$ cat config.mk
export PLATFORM = sky130hd
export DESIGN_NAME = updown_counter_mod
export DESIGN_NICKNAME = d
export VERILOG_FILES = /design/src/rtl/updown_counter_mod.sv
export SDC_FILE = /design/constraint.sdc
export NUM_CORES = 1
export LEC_CHECK = 0
export ABC_AREA = 1
export BUFFER_PORTS_ARGS = -buffer_cell sky130_fd_sc_hd__buf_2
export CELL_PAD_IN_SITES_DETAIL_PLACEMENT = 2
export CELL_PAD_IN_SITES_GLOBAL_PLACEMENT = 2
export CORE_UTILIZATION = 30
export CTS_BUF_LIST = sky130_fd_sc_hd__clkbuf_8
export CTS_CLUSTER_SIZE = 24
export DETAILED_ROUTE_END_ITERATION = 10
export GPL_TIMING_DRIVEN = 0
export PLACE_DENSITY = 0.95
export SLEW_MARGIN = 15
export SYNTH_ARGS = -nofsm -noshare
export SYNTH_HDL_FRONTEND = slang
export SYNTH_SLANG_ARGS = --single-unit
$ cat constraint.sdc
create_clock -name clk -period 6.1 [get_ports clk]
set_input_delay 1.22 -clock clk [delete_from_list [all_inputs] [get_ports clk]]
set_output_delay 1.22 -clock clk [all_outputs]
set_load 0.01 [all_outputs]
$ cat src/rtl/updown_counter_mod.sv
// Loadable up/down counter with programmable modulus, wrap or saturate at the bounds,
// sticky overflow flag, registered compare-match pulse and terminal-count flags.
module updown_counter_mod #(
  parameter int unsigned WIDTH    = 8,
  parameter int unsigned MAX_VAL  = 2**WIDTH-1,
  parameter int unsigned SATURATE = 0
) (
  input  logic             clk,
  input  logic             rst,
  input  logic             ld,
  input  logic             inc,
  input  logic             dec,
  input  logic [WIDTH-1:0] data_in,
  input  logic [WIDTH-1:0] cmp_val,
  input  logic             ovf_clr,
  output logic [WIDTH-1:0] q,
  output logic             match,
  output logic             ovf,
  output logic             tc_up,
  output logic             tc_dn
);

  localparam logic [WIDTH:0]   MAX_EXT = MAX_VAL[WIDTH:0];
  localparam logic [WIDTH-1:0] MAX_W   = MAX_EXT[WIDTH-1:0];

  logic [WIDTH-1:0] count_q, count_d;
  logic             match_q, match_d;
  logic             ovf_q, ovf_d;
  logic             ovf_evt;
  logic [WIDTH:0]   up_ext, dn_ext;

  assign up_ext = {1'b0, count_q} + {{WIDTH{1'b0}}, 1'b1};
  assign dn_ext = {1'b0, count_q} - {{WIDTH{1'b0}}, 1'b1};

  always_comb begin
    count_d = count_q;
    ovf_evt = 1'b0;
    if (ld) begin
      count_d = (data_in > MAX_W) ? MAX_W : data_in;
    end else if (inc && !dec) begin
      if (up_ext > MAX_EXT) begin
        ovf_evt = 1'b1;
        count_d = (SATURATE != 0) ? count_q : '0;
      end else begin
        count_d = up_ext[WIDTH-1:0];
      end
    end else if (dec && !inc) begin
      // Borrow out of the extended subtraction means q was already zero.
      if (dn_ext[WIDTH]) begin
        ovf_evt = 1'b1;
        count_d = (SATURATE != 0) ? count_q : MAX_W;
      end else begin
        count_d = dn_ext[WIDTH-1:0];
      end
    end
  end

  assign match_d = (count_d == cmp_val) && (count_d != count_q);
  assign ovf_d   = ovf_evt | (ovf_q & ~ovf_clr);

  always_ff @(posedge clk or posedge rst) begin
    if (rst) begin
      count_q <= '0;
      match_q <= 1'b0;
      ovf_q   <= 1'b0;
    end else begin
      count_q <= count_d;
      match_q <= match_d;
      ovf_q   <= ovf_d;
    end
  end

  assign q     = count_q;
  assign match = match_q;
  assign ovf   = ovf_q;
  assign tc_up = (count_q == MAX_W);
  assign tc_dn = (count_q == '0);

endmodule
==> run metrics, run 1 <==
cell count after synthesis=roughly 220; tightest hold margin=slightly below 700 ps; Async SR Flop Fraction=100.0%; Post-Syn Area=between 1000 and 1500 um^2; YS warnings=0; worst setup slack before clock tree synthesis=between 3000 and 4000 ps; number of nets produced by synthesis=around 240; buffer type at the clock tree root=sky130_fd_sc_hd__clkbuf_8; area added between synthesis and finish=21.37%; number of detailed-route iterations in the first pass=4; highest-delay cell along the critical path=sky130_fd_sc_hd__dfrtp_1; Num CTS Buffers=3; Max-Slew Margin vs Limit=63.68%; cells taking the most area after synthesis=sky130_fd_sc_hd__nand2_1, sky130_fd_sc_hd__dfrtp_1, sky130_fd_sc_hd__nand2_2, sky130_fd_sc_hd__nand3_1, sky130_fd_sc_hd__inv_1; Slew Limit Fails=0; Die X-Extent=approximately 68 um; slew at the pin closest to its max-slew limit=544.8 ps; endpoints failing hold=0; CP peak stage delay=about 560 ps; maximum net fanout on the critical path=9; DRT iter0 DRCs=44; met2 layer usage reported by global route=a little under half; leading area contributor after synthesis=sky130_fd_sc_hd__nand2_1; Main synth FF type=sky130_fd_sc_hd__dfrtp_1; I/O pin cnt=34; final critical-path required period=slightly below 3000 ps; Via-to-Cell Ratio=between 5 and 6; Site Rows=23; number of buffers on the longest clock path=2; kind of end point of the critical path=output port; type of the worst setup path=reg2out; largest net degree at the start of global routing=11; Power Total=a little over 300 uW; setup TNS=0 ps; final-stage net count=280; leakage dissipation=roughly 0.86 nW; post-synthesis area per instance=roughly 6 um^2; Core ar.=4086 um^2; critical path data arrival time=around 1700 ps; setup slack of the critical path after layout=3156 ps; quantity of gates resized following cts=0; number of H-tree levels=1; number of antenna violations at the first check in global routing=0; CTS Hold Buffers Added=0; met3 capacity usage during global routing=between 4 and 5%; cells along the critical path=ha_1 -> nand2_1 -> nor2_2 -> nand3_1 -> inv_1 -> buf_2; placed cells=just under 300; post-layout instance count excluding filler cells=about 300; port buffer count=32; count leader, synth=sky130_fd_sc_hd__nand2_1; wire length of the first global-routing pass=approximately 8600 um; post-CTS setup buffer count=0; clock tree from TritonCTS=built; TritonCTS sink count=10; number of antenna cells inserted=0; combined buffer and inverter count along the critical path=2; initial core utilization=31.81%; detailed placer's ending HPWL=about 4200 um; post-detailed-route DRC marker count=0; die height=about 68 um; status=finished, final reports clean; fraction of post-synthesis cell area in the top cell type by area=between 20% and 30%; power per cell area=196.9 nW/um^2; leading post-synthesis cells by instance count=sky130_fd_sc_hd__nand2_1, sky130_fd_sc_hd__inv_1, sky130_fd_sc_hd__nand3_1; worst clock skew=between 3 and 4 ps; Total Wirelength=~5500 um; routed wirelength normalized by instance count=18.29 um; met1 track demand over resource in global routing=a little under a third; GRT Max-Usage Layer=met2; number of global-route vias before repair=between 1.5k and 2k; Final Wtd Congestion=0.8404; unrepaired setup endpoints after global routing=false; clock slew at the register clock pins of the worst setup and hold paths=around 60 ps; share of the clock period used by the worst path after layout=48.27%; total setup violations reported at the end of the flow=0; flip-flop and latch count after synthesis=10; VDD IR-drop max=between 100 and 150 uV; Post-synth EDFFs=0; part of the Yosys area used for sequential elements=~19%; DIE AREA=4600 um^2; dominant delay contributor by cell family on the critical path=flip-flops; global route overflow=0; required time of the critical path=about 5000 ps; global routing usage summed across all routing layers=a little over a quarter; fraction of final layout cells sized beyond drive strength 1=29.37%; count of antenna-violating nets left after detailed routing=0; vias after detailed routing=1554; category of the worst setup path launch point=flip-flop; worst hold path type=reg2reg; source-to-sink clock delay at the later pin of the worst-skew pair=250 ps; number of library cell types mapped by synthesis=27; Max-cap violations=0; Highest Clock Rate=0.3396 GHz
logic make-up (layout without fill, tap and decap cells):
logic type / Yosys count / in the layout / synth area share (%)
compound gates: 21 / 21 / 8.855
xor+xnor: 3 / 3 / 2.022
fa+ha+maj: 5 / 5 / 4.812
buf+inv: 27 / 63 / 8.373
flops: 10 / 10 / 19.25
simple gates: 150 / 150 / 56.69
worst register-to-register path, cell delays in order (launching register included):
cell and delay (ps):
sky130_fd_sc_hd__dfrtp_1 560, sky130_fd_sc_hd__inv_1 220, sky130_fd_sc_hd__ha_1 340, sky130_fd_sc_hd__inv_1 60, sky130_fd_sc_hd__nor3_1 190, sky130_fd_sc_hd__nand2_1 110
sky130_fd_sc_hd__nor2_2 150, sky130_fd_sc_hd__nand3_2 110, sky130_fd_sc_hd__nand2_4 90, sky130_fd_sc_hd__nand2_8 100, sky130_fd_sc_hd__nand2_2 120, sky130_fd_sc_hd__nand2_2 80
sky130_fd_sc_hd__nand2_1 70, sky130_fd_sc_hd__nand2_1 60, sky130_fd_sc_hd__nor2_1 140, sky130_fd_sc_hd__nand2_1 80, sky130_fd_sc_hd__nor2_1 110, sky130_fd_sc_hd__nor2_1 50
per-stage QoR:
stage          util (%)  area (um^2)
4_1_cts           38.61         1578
3_5_place_dp      37.26         1523
2_1_floorplan         -         1300
3_3_place_gp      37.26         1523
5_1_grt           38.61         1578
6_report          38.61         1578
layer usage:
layer | up-vias | wire length [um]
met2 | 32 | 2884
met1 | 751 | 2366
met4 | 0 | 132
li1 | 756 | -
met5 | - | 0
met3 | 15 | 140
path summary, 6_finish.rpt:
path	startpoint	end	slack (ps)	cells past startpoint
max reg2reg	q[0]	match	3340	17
min reg2reg	ovf	ovf	670	2
min	ovf	ovf	670	2
min in group asynchronous	rst	q[5]	980	2
max in group asynchronous	rst	q[4]	4790	2
max	q[1]	tc_up	3160	6
cell type report:
cell class	count	area (um^2)
Inverter	25	93.84
Clock buffer	4	55.05
Sequential cell	10	250.2
Fill cell	531	2509
Timing Repair Buffer	32	160.2
Buffer	2	15.01
Tap cell	50	62.56
Multi-Input combinational cell	179	940.9
registers in the layout (all words and copies together), names as in the netlist:
signal and cells:
match 1, ovf 1, q 8
placed cells by master (no fill, tap or decap), drive strengths merged, types with 3 or more instances in the layout:
cell type and n:
nor2 27, nand2 94, nand3 23, dfrtp 10
xor2 3, inv 24, a21oi 5, ha 5
buf 34, clkbuf 4, o21ai 13
power breakdown:
group / switching (mW) / internal, mW / total (mW)
clock: 0.0356 / 0.0573 / 0.0928
combinational: 0.0887 / 0.0432 / 0.132
sequential: 0.0137 / 0.0723 / 0.0860
(Power assumes the default switching activity.)
==> run 2: changes to the inputs <==
--- a/config.mk
+++ b/config.mk
@@ -5,16 +5,16 @@
 export SDC_FILE = /design/constraint.sdc
 export NUM_CORES = 1
 export LEC_CHECK = 0
-export ABC_AREA = 1
+export ABC_AREA = 0
 export BUFFER_PORTS_ARGS = -buffer_cell sky130_fd_sc_hd__buf_2
 export CELL_PAD_IN_SITES_DETAIL_PLACEMENT = 2
 export CELL_PAD_IN_SITES_GLOBAL_PLACEMENT = 2
-export CORE_UTILIZATION = 30
+export CORE_UTILIZATION = 31
 export CTS_BUF_LIST = sky130_fd_sc_hd__clkbuf_8
 export CTS_CLUSTER_SIZE = 24
 export DETAILED_ROUTE_END_ITERATION = 10
 export GPL_TIMING_DRIVEN = 0
-export PLACE_DENSITY = 0.95
+export PLACE_DENSITY = 0.89
 export SLEW_MARGIN = 15
 export SYNTH_ARGS = -nofsm -noshare
 export SYNTH_HDL_FRONTEND = slang
==> constraint.sdc (replaced) <==
create_clock -name clk -period 2.75 [get_ports clk]
set_input_delay 0.55 -clock clk [delete_from_list [all_inputs] [get_ports clk]]
set_output_delay 0.55 -clock clk [all_outputs]
set_load 0.01 [all_outputs]
==> run 2 against run 1 <==
Via count increased by 9.5%. Worst setup slack lost 3200 ps. Die area increased by 6.8%. Routed wire length up 12%. Area after synthesis is 11% higher. Power rose to 2.6 times the previous value. Clock skew decreased by 2.8 ps. Register-to-register slack lost 3300 ps. Non-clock buffer count increased by 26. Flip-flop and latch count did not move. Largest power group unchanged. Highest routed layer unchanged.
==> run metrics, run 2 <==
DIE AREA=4914 um^2; post-layout instance count excluding filler cells=289; category of the worst setup path launch point=flip-flop; YS warnings=0; flip-flop and latch count after synthesis=10; status=finished, final reports clean; leakage dissipation=0.8233 nW; worst setup slack before clock tree synthesis=-459.8 ps; Post-Syn Area=approximately 1400 um^2; Site Rows=24; final-stage net count=approximately 270; clock tree from TritonCTS=built; internal power component=about 480 uW; number of antenna violations at the first check in global routing=0; Total Wirelength=between 6000 and 7000 um; most frequent standard cell in the layout excluding fill and tap cells=sky130_fd_sc_hd__buf_2; maximum net fanout on the critical path=6; Max-cap violations=0; Slew Limit Fails=0; VDD IR-drop max=~260 uV; buffer type at the clock tree root=sky130_fd_sc_hd__clkbuf_8; cell count after synthesis=186; multi-input combinational cell area=between 1000 and 1500 um^2; slew at the pin closest to its max-slew limit=between 500 and 600 ps; number of global-route vias before repair=roughly 1.8k; number of detailed-route iterations in the first pass=4; I/O pin cnt=34; net load switching power=between 300 and 400 uW; Main synth FF type=sky130_fd_sc_hd__dfrtp_1; part of the Yosys area used for sequential elements=17.41%; setup slack of the critical path after layout=~3.2 ps; clock slew at the register clock pins of the worst setup and hold paths=50 ps; critical path data arrival time=approximately 2900 ps; vias after detailed routing=about 1.7k; Die X-Extent=70.10 um; Max-Slew Margin vs Limit=64.06%; leading area contributor after synthesis=sky130_fd_sc_hd__dfrtp_1; Core ar.=between 4000 and 5000 um^2; area used by sequential logic in the layout=approximately 250 um^2; source-to-sink clock delay at the later pin of the worst-skew pair=~230 ps; Num CTS Buffers=3; Async SR Flop Fraction=100.0%; share of the clock period used by the worst path after layout=between 90 and 100%; power per cell area=just over 400 nW/um^2; required time of the critical path=a little under 3000 ps; global route overflow=0; number of buffers on the longest clock path=2; post-detailed-route DRC marker count=0; unrepaired setup endpoints after global routing=true; leading cell types in the layout, fill and taps excluded=sky130_fd_sc_hd__buf_2, sky130_fd_sc_hd__nand2_1, sky130_fd_sc_hd__buf_4, sky130_fd_sc_hd__xnor2_1, sky130_fd_sc_hd__o21ai_0; number of nets produced by synthesis=around 210; max reg flops=8; port buffer count=33; number of library cell types mapped by synthesis=58; number of H-tree levels=1; Post-synth EDFFs=0; share of power burned in the clock network=22.5%; number of antenna cells inserted=0; Final Wtd Congestion=0.8288; TritonCTS sink count=10; area added between synthesis and finish=41.25%; type of the worst setup path=reg2reg; placed cells=271; wire length of the first global-routing pass=9522 um; global routing usage summed across all routing layers=around a quarter; CTS Hold Buffers Added=0; routed wirelength normalized by instance count=21.48 um; worst clock skew=~1.2 ps; number of fillers in the final layout=about 520; count of antenna-violating nets left after detailed routing=0; total setup violations reported at the end of the flow=0; worst hold path type=in2async; Layout Utilization=46.00%; net switching share of the total power=slightly above 40%; largest net degree at the start of global routing=11; Via-to-Cell Ratio=about 6; leading post-synthesis cells by instance count=sky130_fd_sc_hd__nand2_1, sky130_fd_sc_hd__xnor2_1, sky130_fd_sc_hd__o21ai_0; final critical-path required period=2747 ps; detailed placer's ending HPWL=4203 um; register share of total power=21.8%; fraction of post-synthesis cell area in the top cell type by area=between 15 and 20%; endpoints failing hold=0; Logic pwr share=55.7%; post-synthesis area per instance=just under 8 um^2; DRT iter0 DRCs=66; fraction of final layout cells sized beyond drive strength 1=approximately 39%; cells taking the most area after synthesis=sky130_fd_sc_hd__dfrtp_1, sky130_fd_sc_hd__xnor2_1, sky130_fd_sc_hd__nand2_1, sky130_fd_sc_hd__ha_1, sky130_fd_sc_hd__o21ai_0; count leader, synth=sky130_fd_sc_hd__nand2_1; die height=between 70 and 80 um; kind of end point of the critical path=flip-flop; Highest Clock Rate=0.3641 GHz; initial core utilization=about a third
## run 2: changes by cell type after synthesis, moves of 5 or more
cell / previous run / this run
sky130_fd_sc_hd__nor2_1: 18 / 8
sky130_fd_sc_hd__nand2_2: 18 / 0
sky130_fd_sc_hd__nand3_1: 20 / 5
sky130_fd_sc_hd__nor3_1: 1 / 7
sky130_fd_sc_hd__inv_1: 21 / 10
sky130_fd_sc_hd__nand2_1: 73 / 17
sky130_fd_sc_hd__nor2_2: 8 / 0
sky130_fd_sc_hd__clkbuf_1: 0 / 5
sky130_fd_sc_hd__xnor2_1: 0 / 15
## run 2: per-layer routing
| metal | vias up | GRT usage, % | share of wire, % |
|---|---|---|---|
| li1 | 782 | - | - |
| met1 | 851 | 31.50 | 46 |
| met2 | 57 | 42.31 | 49 |
| met3 | 12 | 5.051 | 3.6 |
| met4 | 0 | 6.222 | 1.5 |
| met5 | - | 0 | 0 |
## run 2: cells by family after synthesis
family	synth area share, %
AND/OR/NAND/NOR	30.11
AO/OA/AOI/OAI	27.50
buffers and inverters	7.745
XOR/XNOR	12.18
flip-flops	17.41
adder cells (fa/ha/maj)	4.352
multiplexers	0.6963
## run 2: worst max-delay path: stages, from the launching register on
cell,delay (ps)
sky130_fd_sc_hd__dfrtp_2,390
sky130_fd_sc_hd__buf_4,160
sky130_fd_sc_hd__ha_2,210
sky130_fd_sc_hd__nand4_1,100
sky130_fd_sc_hd__nor4_1,330
sky130_fd_sc_hd__o32ai_2,160
sky130_fd_sc_hd__o21ai_2,280
sky130_fd_sc_hd__buf_4,170
sky130_fd_sc_hd__o21ai_1,120
sky130_fd_sc_hd__xor2_1,180
sky130_fd_sc_hd__a311oi_2,300
sky130_fd_sc_hd__nor4b_4,240
## run 2: final timing paths
path                         start  endpoint  slack (ps)  depth (start not counted)
min in group clk           ovf_clr       ovf         490                          2
min reg2reg                    ovf       ovf         540                          2
min                            rst      q[4]         280                          2
max reg2reg                   q[1]     match           3                         11
max in group asynchronous      rst      q[0]        2170                          2
max                           q[1]     match           3                         11
## run 2: cell type report
| type | instances | area share [%] |
|---|---|---|
| Tap cell | 52 | 3.204 |
| Timing Repair Buffer | 48 | 13.86 |
| Inverter | 11 | 2.218 |
| Sequential cell | 10 | 12.45 |
| Multi-Input combinational cell | 152 | 61.00 |
| Buffer | 12 | 4.559 |
| Clock buffer | 4 | 2.711 |
## run 2: metrics by stage
step | area [um^2] | TNS (ps) | power, mW | hold WS, ps
global route | 2031 | -117.2 | 0.8610 | 330.4
finish | 2031 | 0 | 0.8169 | 284.1
global placement | 1668 | -334.6 | 0.5031 | 521.1
floorplan | 1438 | 0 | 0.4045 | 390.2
CTS | 1841 | 0 | 0.7450 | 301.7
detailed placement | 1668 | -459.8 | 0.5182 | 544.2
## run 2: power by group through the flow
stage	Combinational, mW	Sequential (mW)	Clock, mW
2_1_floorplan	0.221	0.184	0
3_3_place_gp	0.322	0.181	0
3_5_place_dp	0.337	0.181	0
4_1_cts	0.384	0.176	0.185
5_1_grt	0.487	0.180	0.194
6_report	0.455	0.178	0.184
## run 2: what timing repair did
item,4_1_cts,5_1_grt
pin swaps,4,11
endpoints found under the setup margin,2,1
setup buffers,8,7
gates resized for setup,15,30
==> run 3: changes to the inputs <==
--- a/config.mk
+++ b/config.mk
@@ -15,6 +15,7 @@
 export DETAILED_ROUTE_END_ITERATION = 10
 export GPL_TIMING_DRIVEN = 0
 export PLACE_DENSITY = 0.89
+export SETUP_SLACK_MARGIN = 0.3
 export SLEW_MARGIN = 15
 export SYNTH_ARGS = -nofsm -noshare
 export SYNTH_HDL_FRONTEND = slang
==> run 3 against run 2 <==
Combinational power rose by 2%. Critical endpoint unchanged. Clock-buffer cell count did not move. Hold slack improved by 9.0 ps. First-iteration DRC count fell by 6.1%. Clock power barely moved. Cell area rose by 2.6%. Highest routed layer unchanged. Largest cell class unchanged. Routed wire length rose by 8.2%. Critical path depth did not move.
==> run metrics, run 3 (same netlist as run 2, synthesis figures left out) <==
number of H-tree levels=1; Final Wtd Congestion=about 0.79; global routing usage summed across all routing layers=29.31%; GRT Max-Usage Layer=met2; setup TNS=0 ps; buffer type at the clock tree root=sky130_fd_sc_hd__clkbuf_8; met3 capacity usage during global routing=about 4.5%; tightest hold margin=293.0 ps; Total Wirelength=~6700 um; unrepaired setup endpoints after global routing=true; Site Rows=24; source-to-sink clock delay at the later pin of the worst-skew pair=approximately 240 ps; total setup violations reported at the end of the flow=0; port buffer count=33; vias after detailed routing=1712; VDD IR-drop max=206.7 uV; FF-to-FF path depth=11; required time of the critical path=2880 ps; initial core utilization=between 30% and 40%; kind of end point of the critical path=flip-flop; wire length of the first global-routing pass=between 10000 and 15000 um; count of antenna-violating nets left after detailed routing=0; final-stage net count=~270; most frequent standard cell in the layout excluding fill and tap cells=sky130_fd_sc_hd__buf_2; number of global-route vias before repair=between 1.5k and 2k; slew at the pin closest to its max-slew limit=531.2 ps; I/O pin cnt=34; Slew Limit Fails=0; Max-cap violations=0; routed wirelength normalized by instance count=22.61 um; setup slack of the critical path after layout=around 81 ps; highest-delay cell along the critical path=sky130_fd_sc_hd__dfrtp_2; area added between synthesis and finish=44.91%; worst hold path type=in2async; post-layout instance count excluding filler cells=slightly below 300; Power Total=between 800 and 900 uW; number of antenna violations at the first check in global routing=0; Via-to-Cell Ratio=slightly below 6; placed cells=between 200 and 300; clock tree from TritonCTS=built; Highest Clock Rate=~0.37 GHz; clock slew at the register clock pins of the worst setup and hold paths=50 ps; Die X-Extent=~70 um; endpoints failing hold=0; fraction of final layout cells sized beyond drive strength 1=between 40% and 50%; Core ar.=between 4000 and 5000 um^2; TritonCTS sink count=10; worst setup slack before clock tree synthesis=-322.8 ps; type of the worst setup path=reg2reg; post-detailed-route DRC marker count=0; number of antenna cells inserted=0; category of the worst setup path launch point=flip-flop; leading cell types in the layout, fill and taps excluded=sky130_fd_sc_hd__buf_2, sky130_fd_sc_hd__buf_4, sky130_fd_sc_hd__nand2_1, sky130_fd_sc_hd__xnor2_1, sky130_fd_sc_hd__o21ai_0; detailed placer's ending HPWL=between 4000 and 5000 um; max reg flops=8; leakage dissipation=approximately 0.86 nW; share of the clock period used by the worst path after layout=a little over nine tenths; number of buffers on the longest clock path=2; global route overflow=0; Num CTS Buffers=3; cells along the critical path=buf_8 -> clkinvlp_4 -> ha_2 -> nor4bb_4 -> o211ai_1 -> o21ai_2 -> buf_6 -> a311o_1 -> xor2_1 -> a21oi_1 -> nor4b_2; critical path data arrival time=~2800 ps; met1 track demand over resource in global routing=approximately a third; maximum net fanout on the critical path=7; worst clock skew=~3.1 ps; met2 layer usage reported by global route=between 50 and 60%; die height=about 70 um; DRT iter0 DRCs=between 60 and 70; DIE AREA=4914 um^2; status=finished, final reports clean; power per cell area=approximately 400 nW/um^2; final critical-path required period=around 2700 ps; number of detailed-route iterations in the first pass=4; largest net degree at the start of global routing=11; Max-Slew Margin vs Limit=64.59%; CP peak stage delay=400 ps
run 3: changes by cell type in the layout (fill, tap and decap cells not counted), moves of 2 or more:
cell,change
sky130_fd_sc_hd__buf_4,+4
sky130_fd_sc_hd__buf_6,+3
sky130_fd_sc_hd__ha_2,-2
sky130_fd_sc_hd__ha_4,+2
run 3: final cells by class:
class / instances / area, um^2
clock buffers: 4 / 55.05
well taps: 52 / 65.06
inverters: 11 / 45.04
plain buffers: 13 / 103.9
fillers: 504 / 2331
flip-flops and latches: 10 / 252.7
repair buffers: 55 / 349.1
multi-input cells: 152 / 1212
run 3: timing repair:
| action | CTS | global route |
|---|---|---|
| cloned | 0 | 0 |
| setup endpoints to repair | 10 | 1 |
| buffers inserted | 22 | 0 |
| gates resized for setup | 37 | 3 |
| hold buffers | 0 | 0 |
| pin swaps | 19 | 4 |
run 3: through the flow:
stage | instance area, um^2 | utilization, %
floorplan | 1449 | -
global placement | 1679 | 38.04
detailed placement | 1679 | 38.04
CTS | 2067 | 46.83
global route | 2083 | 47.19
finish | 2083 | 47.19
run 3: path summary, 6_finish.rpt:
check	startpoint	endpoint	slack [ps]
hold / removal	rst	q[7]	290
min in group clk	ovf_clr	ovf	490
setup / recovery	q[0]	match	80
hold reg to reg	ovf	ovf	540
max in group asynchronous	rst	q[1]	2150
setup reg to reg	q[0]	match	80
run 3: report_power, final:
part	switching, mW	total [mW]	internal [mW]
Clock	0.0562	0.182	0.126
Sequential	0.0187	0.181	0.162
Combinational	0.261	0.465	0.204
Total	0.336	0.828	0.492
run 3: worst max-delay path: cells and delay by family (launching register included):
family                     cells  cell delay (ps)
AOI/OAI and AO/OA              4              660
buffers and inverters          3              440
DFF                            1              400
and+or+nand+nor                2              580
adders and majority gates      1              250
xor gates and xnor gates       1              250
run 3: routing by layer:
metal | share of wire [%] | wire length [um]
met5 | 0 | 0
met1 | 41 | 2785
met4 | 2.2 | 149
met3 | 2.8 | 191
met2 | 53 | 3588
